File: src/rtl/fetch_stage.sv
// Instruction fetch stage: issues in-order imem requests from the PC and queues returned words for decode.
// Optional FETCH_PERF_EN adds perf_fetched_o / perf_squashed_o event counters.
module fetch_stage #(
  parameter int unsigned DEPTH        = 4,
  parameter logic [31:0] RESET_VECTOR = 32'h0000_0000
) (
  input  logic        clk,
  input  logic        rst_n,
  input  logic [31:0] pc_i,
  output logic        pc_stall_o,
  input  logic        redirect_valid_i,
  output logic        imem_req_valid_o,
  output logic [31:0] imem_req_addr_o,
  input  logic        imem_req_ready_i,
  input  logic        imem_rsp_valid_i,
  input  logic [31:0] imem_rsp_data_i,
  output logic        if_valid_o,
  output logic [31:0] if_pc_o,
  output logic [31:0] if_instr_o,
  input  logic        if_ready_i
`ifdef FETCH_PERF_EN
  ,
  output logic [31:0] perf_fetched_o,
  output logic [31:0] perf_squashed_o
`endif
);

  localparam int unsigned PW = (DEPTH > 32'd1) ? $clog2(DEPTH) : 32'd1;
  localparam int unsigned CW = PW + 32'd1;
  localparam logic [CW-1:0] DEPTH_C = CW'(DEPTH);
  localparam logic [CW-1:0] ZERO_C  = {CW{1'b0}};
  localparam logic [PW-1:0] PZERO_C = {PW{1'b0}};

  logic [31:0]      pc_q_r    [DEPTH];
  logic [31:0]      instr_q_r [DEPTH];
  logic [DEPTH-1:0] filled_r;
  logic [PW-1:0]    alloc_ptr_r;
  logic [PW-1:0]    fill_ptr_r;
  logic [PW-1:0]    head_ptr_r;
  logic [CW-1:0]    occ_r;
  logic [CW-1:0]    pend_r;
  logic [CW-1:0]    drop_r;

  logic head_valid_s;
  logic pop_s;
  logic req_valid_s;
  logic accept_s;
  logic rsp_take_s;
  logic rsp_drop_s;

  // Handshake decode; a pop frees a slot in the same cycle so a full queue can still accept.
  always_comb begin
    head_valid_s = (occ_r != ZERO_C) && filled_r[head_ptr_r];
    pop_s        = head_valid_s && if_ready_i;
    req_valid_s  = rst_n && !redirect_valid_i && ((occ_r < DEPTH_C) || pop_s);
    accept_s     = req_valid_s && imem_req_ready_i;
    rsp_take_s   = imem_rsp_valid_i && (drop_r == ZERO_C);
    rsp_drop_s   = imem_rsp_valid_i && (drop_r != ZERO_C);
  end

  assign imem_req_valid_o = req_valid_s;
  assign imem_req_addr_o  = pc_i;
  assign pc_stall_o       = !accept_s;
  assign if_valid_o       = head_valid_s;
  assign if_pc_o          = pc_q_r[head_ptr_r];
  assign if_instr_o       = instr_q_r[head_ptr_r];

  // Pointers and counters; a redirect collapses the queue and turns unfilled entries into drops.
  always_ff @(posedge clk or negedge rst_n) begin
    if (!rst_n) begin
      alloc_ptr_r <= PZERO_C;
      fill_ptr_r  <= PZERO_C;
      head_ptr_r  <= PZERO_C;
      occ_r       <= ZERO_C;
      pend_r      <= ZERO_C;
      drop_r      <= ZERO_C;
    end else if (redirect_valid_i) begin
      fill_ptr_r <= alloc_ptr_r;
      head_ptr_r <= alloc_ptr_r;
      occ_r      <= ZERO_C;
      pend_r     <= ZERO_C;
      // Any response this cycle either retires a pending entry or consumes a drop.
      drop_r     <= drop_r + pend_r - CW'(imem_rsp_valid_i);
    end else begin
      alloc_ptr_r <= alloc_ptr_r + PW'(accept_s);
      fill_ptr_r  <= fill_ptr_r + PW'(rsp_take_s);
      head_ptr_r  <= head_ptr_r + PW'(pop_s);
      occ_r       <= occ_r + CW'(accept_s) - CW'(pop_s);
      pend_r      <= pend_r + CW'(accept_s) - CW'(rsp_take_s);
      drop_r      <= drop_r - CW'(rsp_drop_s);
    end
  end

  // Entry storage; alloc and fill never target the same slot in one cycle.
  always_ff @(posedge clk or negedge rst_n) begin
    if (!rst_n) begin
      for (int unsigned i = 32'd0; i < DEPTH; i++) begin
        pc_q_r[i]    <= RESET_VECTOR;
        instr_q_r[i] <= 32'h0000_0000;
      end
      filled_r <= {DEPTH{1'b0}};
    end else begin
      if (accept_s) begin
        pc_q_r[alloc_ptr_r]   <= pc_i;
        filled_r[alloc_ptr_r] <= 1'b0;
      end
      if (rsp_take_s && !redirect_valid_i) begin
        instr_q_r[fill_ptr_r] <= imem_rsp_data_i;
        filled_r[fill_ptr_r]  <= 1'b1;
      end
    end
  end

`ifdef FETCH_PERF_EN
  logic [31:0] perf_fetched_r;
  logic [31:0] perf_squashed_r;

  // Event counters, free-running and wrapping.
  always_ff @(posedge clk or negedge rst_n) begin
    if (!rst_n) begin
      perf_fetched_r  <= 32'h0000_0000;
      perf_squashed_r <= 32'h0000_0000;
    end else begin
      perf_fetched_r  <= perf_fetched_r + 32'(pop_s);
      perf_squashed_r <= perf_squashed_r
                       + (redirect_valid_i ? 32'(occ_r - CW'(pop_s)) : 32'h0000_0000)
                       + 32'(rsp_drop_s);
    end
  end

  assign perf_fetched_o  = perf_fetched_r;
  assign perf_squashed_o = perf_squashed_r;
`endif

endmodule

File: config.mk
export PLATFORM = sky130hd
export DESIGN_NAME = fetch_stage
export DESIGN_NICKNAME = d
export VERILOG_FILES = /design/src/rtl/fetch_stage.sv
export SDC_FILE = /design/constraint.sdc
export NUM_CORES = 1
export LEC_CHECK = 0
export CAP_MARGIN = 25
export CORE_MARGIN = 5
export CORE_UTILIZATION = 59
export CTS_CLUSTER_DIAMETER = 40
export DETAILED_ROUTE_END_ITERATION = 6
export GPL_TIMING_DRIVEN = 0
export PLACE_DENSITY = 0.93
export SLEW_MARGIN = 5
export SYNTH_ARGS = -nofsm -noshare
export SYNTH_HDL_FRONTEND = slang
export SYNTH_SLANG_ARGS = --single-unit
File: constraint.sdc
create_clock -name clk -period 7.15 [get_ports clk]
set_clock_uncertainty 0.15 [all_clocks]
set_input_delay 2.145 -clock clk [delete_from_list [all_inputs] [get_ports clk]]
set_output_delay 2.145 -clock clk [all_outputs]
set_load 0.01 [all_outputs]
## Word-level counts from Yosys, hierarchy flattened

Cells that the tools add are included.

| cells by class | value |
|---|---|
| bitwise gates (word level) | 6 |
| reductions and logical operators | 18 |
| multiplexer cells | 25 |
| add/sub/neg operators | 10 |
| order comparisons | 11 |

Operators by type and width:

| kind | number |
|---|---|
| $bwmux 128 | 2 |
| $mux 32 | 6 |
| $bmux 32 s2 | 2 |
| $demux 32 s2 | 2 |
| $logic_and 1x1->1 | 12 |
| $sub 3x1->3 | 4 |
| $ge 3x3->1 const B | 3 |
| $lt 2x3->1 const B | 3 |
| $mux 3 | 3 |
| $not 2->3 | 3 |
| $mux 4 | 2 |
| $add 2x1->2 | 3 |
| $add 3x1->3 | 2 |
| $lt 3x1->1 const B | 2 |
| $reduce_bool 3->1 | 2 |
| $and 4x4->4 | 1 |
| $demux 1 s2 | 2 |
| $ge 2x1->1 const B | 2 |
| $mux 2 | 2 |
| $not 4->4 | 1 |
| $or 4x4->4 | 1 |
| $add 3x3->3 | 1 |
| $logic_not 3->1 | 1 |
| $lt 3x3->1 const B | 1 |
| other kinds (4) | 7 |

| storage, ports and cells | value |
|---|---|
| bits in registers | 275 |
| logic and storage cells | 85 |
| input bits | 70 |

## Logic depth before layout (Yosys ltp)

| logic depth | value |
|---|---|
| word-level depth | 10 |
| mapped depth | 12 |
| depth with buffers taken out | 11 |

## Worst setup path after synthesis

Ideal clock, no wire load.

| path | value |
|---|---|
| kind | input port to output port |
| start point | input port redirect_valid_i |
| end point | output port pc_stall_o |
| slack | 1.853 ns |
| stages on the path | 5 |
| buffers on the path | 2 |
| data arrival time | 3.002 ns |
| path through | clkbuf_1 and3b_1 buf_1 and2_1 inv_1 |

| on the way | value |
|---|---|
| word-level cells in the longest chain between the ends | 5 |

RTL lines:

| element | line | source |
|---|---|---|
| from (decl) | 11 | `input logic redirect_valid_i,` |
| $logic_not 1->1 | 55 | `req_valid_s = rst_n && !redirect_valid_i && ((occ_r < DEPTH_C) \|\| pop_s);` |
| $logic_and 1x1->1 (2 in series) | 55 |  |
| $logic_and 1x1->1 | 56 | `accept_s = req_valid_s && imem_req_ready_i;` |
| $logic_not 1->1 | 63 | `assign pc_stall_o = !accept_s;` |
| to (decl) | 10 | `output logic pc_stall_o,` |

Every way passes these cells.

## Worst setup path in the final report

| path | value |
|---|---|
| start point | input port rst_n |
| end point | output port pc_stall_o |

| on the way | value |
|---|---|
| word-level cells in the longest chain between the ends | 4 |

RTL lines:

| element | line | source |
|---|---|---|
| from (decl) | 8 | `input logic rst_n,` |
| $logic_and 1x1->1 (2 in series) | 55 |  |
| $logic_and 1x1->1 | 56 |  |
| $logic_not 1->1 | 63 |  |

Every way passes these cells.

==> run summary <==
The global-route usage over all layers came out at 0.234. The number of distinct library cells after synthesis is 31. The critical path goes through buf_8 -> buf_16 -> and3b_1 -> buf_1 -> and2_1 -> inv_1 -> clkdlybuf4s50_1.

Setup violations remaining at the end of the flow were counted as 0. The dominant cell type by area after synthesis is sky130_fd_sc_hd__dfrtp_1. The number of levels in the clock H-tree came out at 2. The starting utilization of the core area came out at 0.593.

During placement, the flow inserted port buffers numbering ~170. The clock power share is 0.289. The via count of the first global-routing pass is between 8000 and 9000. The flow ran to the end, and the final reports show no timing, DRC or antenna violations. Registers take about 6900 µm². The post-place setup slack came out at about 0.42 ns. The worst hold margin came out at about 0.32 ns. 0 antenna diodes ended up in the layout. STA puts the critical path data arrival time at 4.39 ns. The peak per-stage delay on the critical path came out at roughly 0.54 ns. For this design the top-level I/O count stands at approximately 170.

The kind of path behind the tightest hold check is reg -> reg. The fraction of the yosys area taken by sequential cells came out at 0.558. From bottom edge to top edge, the die measures about 150 µm. For this design the total switching power over the nets is slightly below 2000 µW. The area of the core came out at approximately 21000 µm².

The number of filler instances in the final layout is between 1000 and 1500. The clock input transition at the sequential cells of the worst setup and hold paths is 0.05 ns. The fraction of layout instances using a drive strength above 1 came out at 0.367. The leakage power is a little over 0.007 µW. After synthesis, the most frequently instantiated cells are sky130_fd_sc_hd__dfrtp_1 (275), sky130_fd_sc_hd__mux2_2 (170), sky130_fd_sc_hd__mux2_1 (87). The cell count after placement is approximately 1200.

The number of detailed-route iterations in the first pass is 4. The routed length per placed instance is between 20 and 25 µm. The area of the die came out at about 24000 µm².

The number of nets handed over by synthesis was 846. The mapped cell area came out at around 12000 µm². The number of maximum-capacitance constraint violations is 0.

The total count of hold-check failures in the final report came out at 0. The number of clock buffers added by TritonCTS is 38. The startpoint-to-endpoint class of the critical path is in -> out. From synthesis to final layout, the design area changed by 27.9%.

The final critical path time including I/O delays and setup is 6.68 ns. The worst-case clock buffer depth came out at 3. The final layout net count came out at about 1100.

The count of routing violations after the opening detailed-route iteration came out at between 200 and 300. The post-detailed-route count of antenna-violating nets is 0. The slowest stage of the critical path belongs to the cell sky130_fd_sc_hd__clkdlybuf4s50_1. The largest driver fanout on the critical path came out at ~90. In the routed layout, each cell is associated on average with a via count of ~5.7. The maximum resistive drop on vdd came out at 0.278 mV. After floorplanning, the core was divided into between 50 and 60 placement rows. The pin count of the biggest net entering global routing is around 110. The first global-routing pass estimated ~45000 µm of wire. In this run the clock root is driven by a sky130_fd_sc_hd__clkbuf_16. The maximum frequency from static timing analysis is around 150 MHz. Once routing completed, OpenROAD measured the worst setup slack at 0.469 ns. STA classifies the critical path endpoint as a primary output. STA classifies the critical path startpoint as an input port. Among all flip-flop cells after synthesis, the most frequent one is sky130_fd_sc_hd__dfrtp_1. The multi-input combinational cell area came out at a little under 5000 µm². The slew at the pin closest to its max-slew limit is 0.802 ns.

The count of cells in the finished layout, fillers not included, comes to about 1300. The synthesis-stage register bit count came out at approximately 280. The number of instances resized during post-cts repair came out at 0. Sorting the synthesized cells by area gives the leading types as sky130_fd_sc_hd__dfrtp_1 (56%), sky130_fd_sc_hd__mux2_2 (16%), sky130_fd_sc_hd__mux4_2 (12%). Buffers added to address setup during post-CTS repair amount to 0.

The detailed-route wire length came out at between 20000 and 30000 µm. The die is 155 µm wide. The internal power of the cells totals between 4000 and 5000 µW. After routing, the total negative slack on setup checks comes to 0 ns. The number of antenna violations at the first check in global routing is 2. The share of total power dissipated in sequential elements is 0.373. The number of flops mapped to enable cells by yosys came out at 0. The critical path data required time came out at 4.86 ns. The total non-filler cell area in the finished layout came out at roughly 16000 µm². The proportion of synthesized flip-flops having asynchronous set or reset is 1.00. The most common cell in the synthesized netlist is sky130_fd_sc_hd__dfrtp_1. The power density of the placed cells came out at between 400 and 500 nW/µm². The total number of vias is just over 7000. TritonCTS built the clock tree. The number of pins exceeding their max-slew limit in the final report is 0.

The top-area cell type share of the netlist area came out at 0.558. Dividing the final minimum period by the clock period gives 0.934. The final weighted congestion in routability-driven placement came out at about 0.77.

The HPWL after detailed placement came out at roughly 17000 µm. The switching share of power came out at 0.287. In this run the tightest slew margin relative to its limit is 0.465. The number of warnings printed during yosys synthesis is 0. Clock latency on the worst-skew pair, taken at its later pin, is between 0.5 and 0.6 ns. The share of total power in combinational logic is 0.338. The clock drives roughly 280 sinks.

The detailed-route DRC error count is 0. The number of hold buffers added after CTS is 0. The mean instance size in the synthesized netlist came out at about 16 µm². Summing all placed instances gives a cell area of approximately 14000 µm². The total overflow reported by the global router is 0.

The number of instances in the synthesized netlist came out at between 700 and 800. Setup repair after global routing left no endpoint under its margin.
[layer usage]
metal / share of wire / up-vias / GRT usage
met5: 0.0013 / - / 0
met4: 0.021 / 4 / 0.0622
met3: 0.064 / 50 / 0.0562
met2: 0.51 / 214 / 0.399
met1: 0.40 / 3779 / 0.304
li1: - / 3195 / -
[worst paths after layout]
path | cells past startpoint | slack, ns | startpoint | endpoint
max | 7 | 0.47 | rst_n | pc_stall_o
min | 1 | 0.32 | drop_r[2]$_DFF_PN0_ | drop_r[2]$_DFF_PN0_
max reg2reg | 11 | 4.10 | head_ptr_r[0]$_DFF_PN0_ | occ_r[2]$_DFF_PN0_
min reg2reg | 1 | 0.32 | drop_r[2]$_DFF_PN0_ | drop_r[2]$_DFF_PN0_
max in group asynchronous | 3 | 4.04 | rst_n | instr_q_r[113]$_DFFE_PN0P_
min in group asynchronous | 1 | 1.45 | rst_n | pc_q_r[107]$_DFFE_PN0P_
[cell families after synthesis]
family | after synthesis | share of synthesized area
and+or+nand+nor | 36 | 0.0185
xor gates and xnor gates | 10 | 0.00710
DFF | 275 | 0.558
adders and majority gates | 15 | 0.0170
AOI/OAI and AO/OA | 10 | 0.00608
muxes | 324 | 0.354
buffers and inverters | 91 | 0.0398
[flip-flops by register name, summed over array words and instances (netlist names)]
| signal | cells |
|---|---|
| fill_ptr_r | 2 |
| drop_r | 3 |
| instr_q_r | 128 |
| head_ptr_r | 2 |
| occ_r | 3 |
| filled_r | 4 |
| pc_q_r | 128 |
| alloc_ptr_r | 2 |
| pend_r | 3 |
[stage by stage]
stage | util | power, µW
2_1_floorplan | - | 3860
3_5_place_dp | 0.692 | 4850
5_1_grt | 0.758 | 7190
4_1_cts | 0.758 | 6890
6_report | 0.758 | 6820
3_3_place_gp | 0.689 | 4730
[layout by cell type, fill, tap and decap left out, types with 12 or more instances in the layout]
cell type,instances
sky130_fd_sc_hd__buf_4,32
sky130_fd_sc_hd__clkbuf_16,39
sky130_fd_sc_hd__inv_1,15
sky130_fd_sc_hd__clkdlybuf4s50_1,166
sky130_fd_sc_hd__dfrtp_1,275
sky130_fd_sc_hd__ha_1,12
sky130_fd_sc_hd__buf_2,24
sky130_fd_sc_hd__nor2_1,12
sky130_fd_sc_hd__mux2_2,170
sky130_fd_sc_hd__clkbuf_1,19
sky130_fd_sc_hd__mux2_1,87
sky130_fd_sc_hd__mux4_2,64
[critical path: cells and delay by family]
family | cells | cell delay, ns
buffers and inverters | 5 | 1.74
and+or+nand+nor | 2 | 0.42
[power groups by stage]
| stage | Combinational (µW) | Sequential (µW) | Clock [µW] |
|---|---|---|---|
| 3_3_place_gp | 2230 | 2500 | 0 |
| 6_report | 2310 | 2540 | 1970 |
| 3_5_place_dp | 2310 | 2540 | 0 |
| 2_1_floorplan | 1440 | 2420 | 0 |
| 4_1_cts | 2340 | 2540 | 2010 |
| 5_1_grt | 2490 | 2620 | 2080 |
[area by class of cell]
| cell class | instances | area share |
|---|---|---|
| timing repair buffer | 169 | 0.110 |
| buffer | 76 | 0.0276 |
| sequential | 275 | 0.436 |
| multi-input combinational | 395 | 0.315 |
| tap | 275 | 0.0218 |
| clock inverter | 24 | 0.0198 |
| inverter | 15 | 0.00357 |
| clock buffer | 46 | 0.0667 |
(Power assumes the default switching activity.)
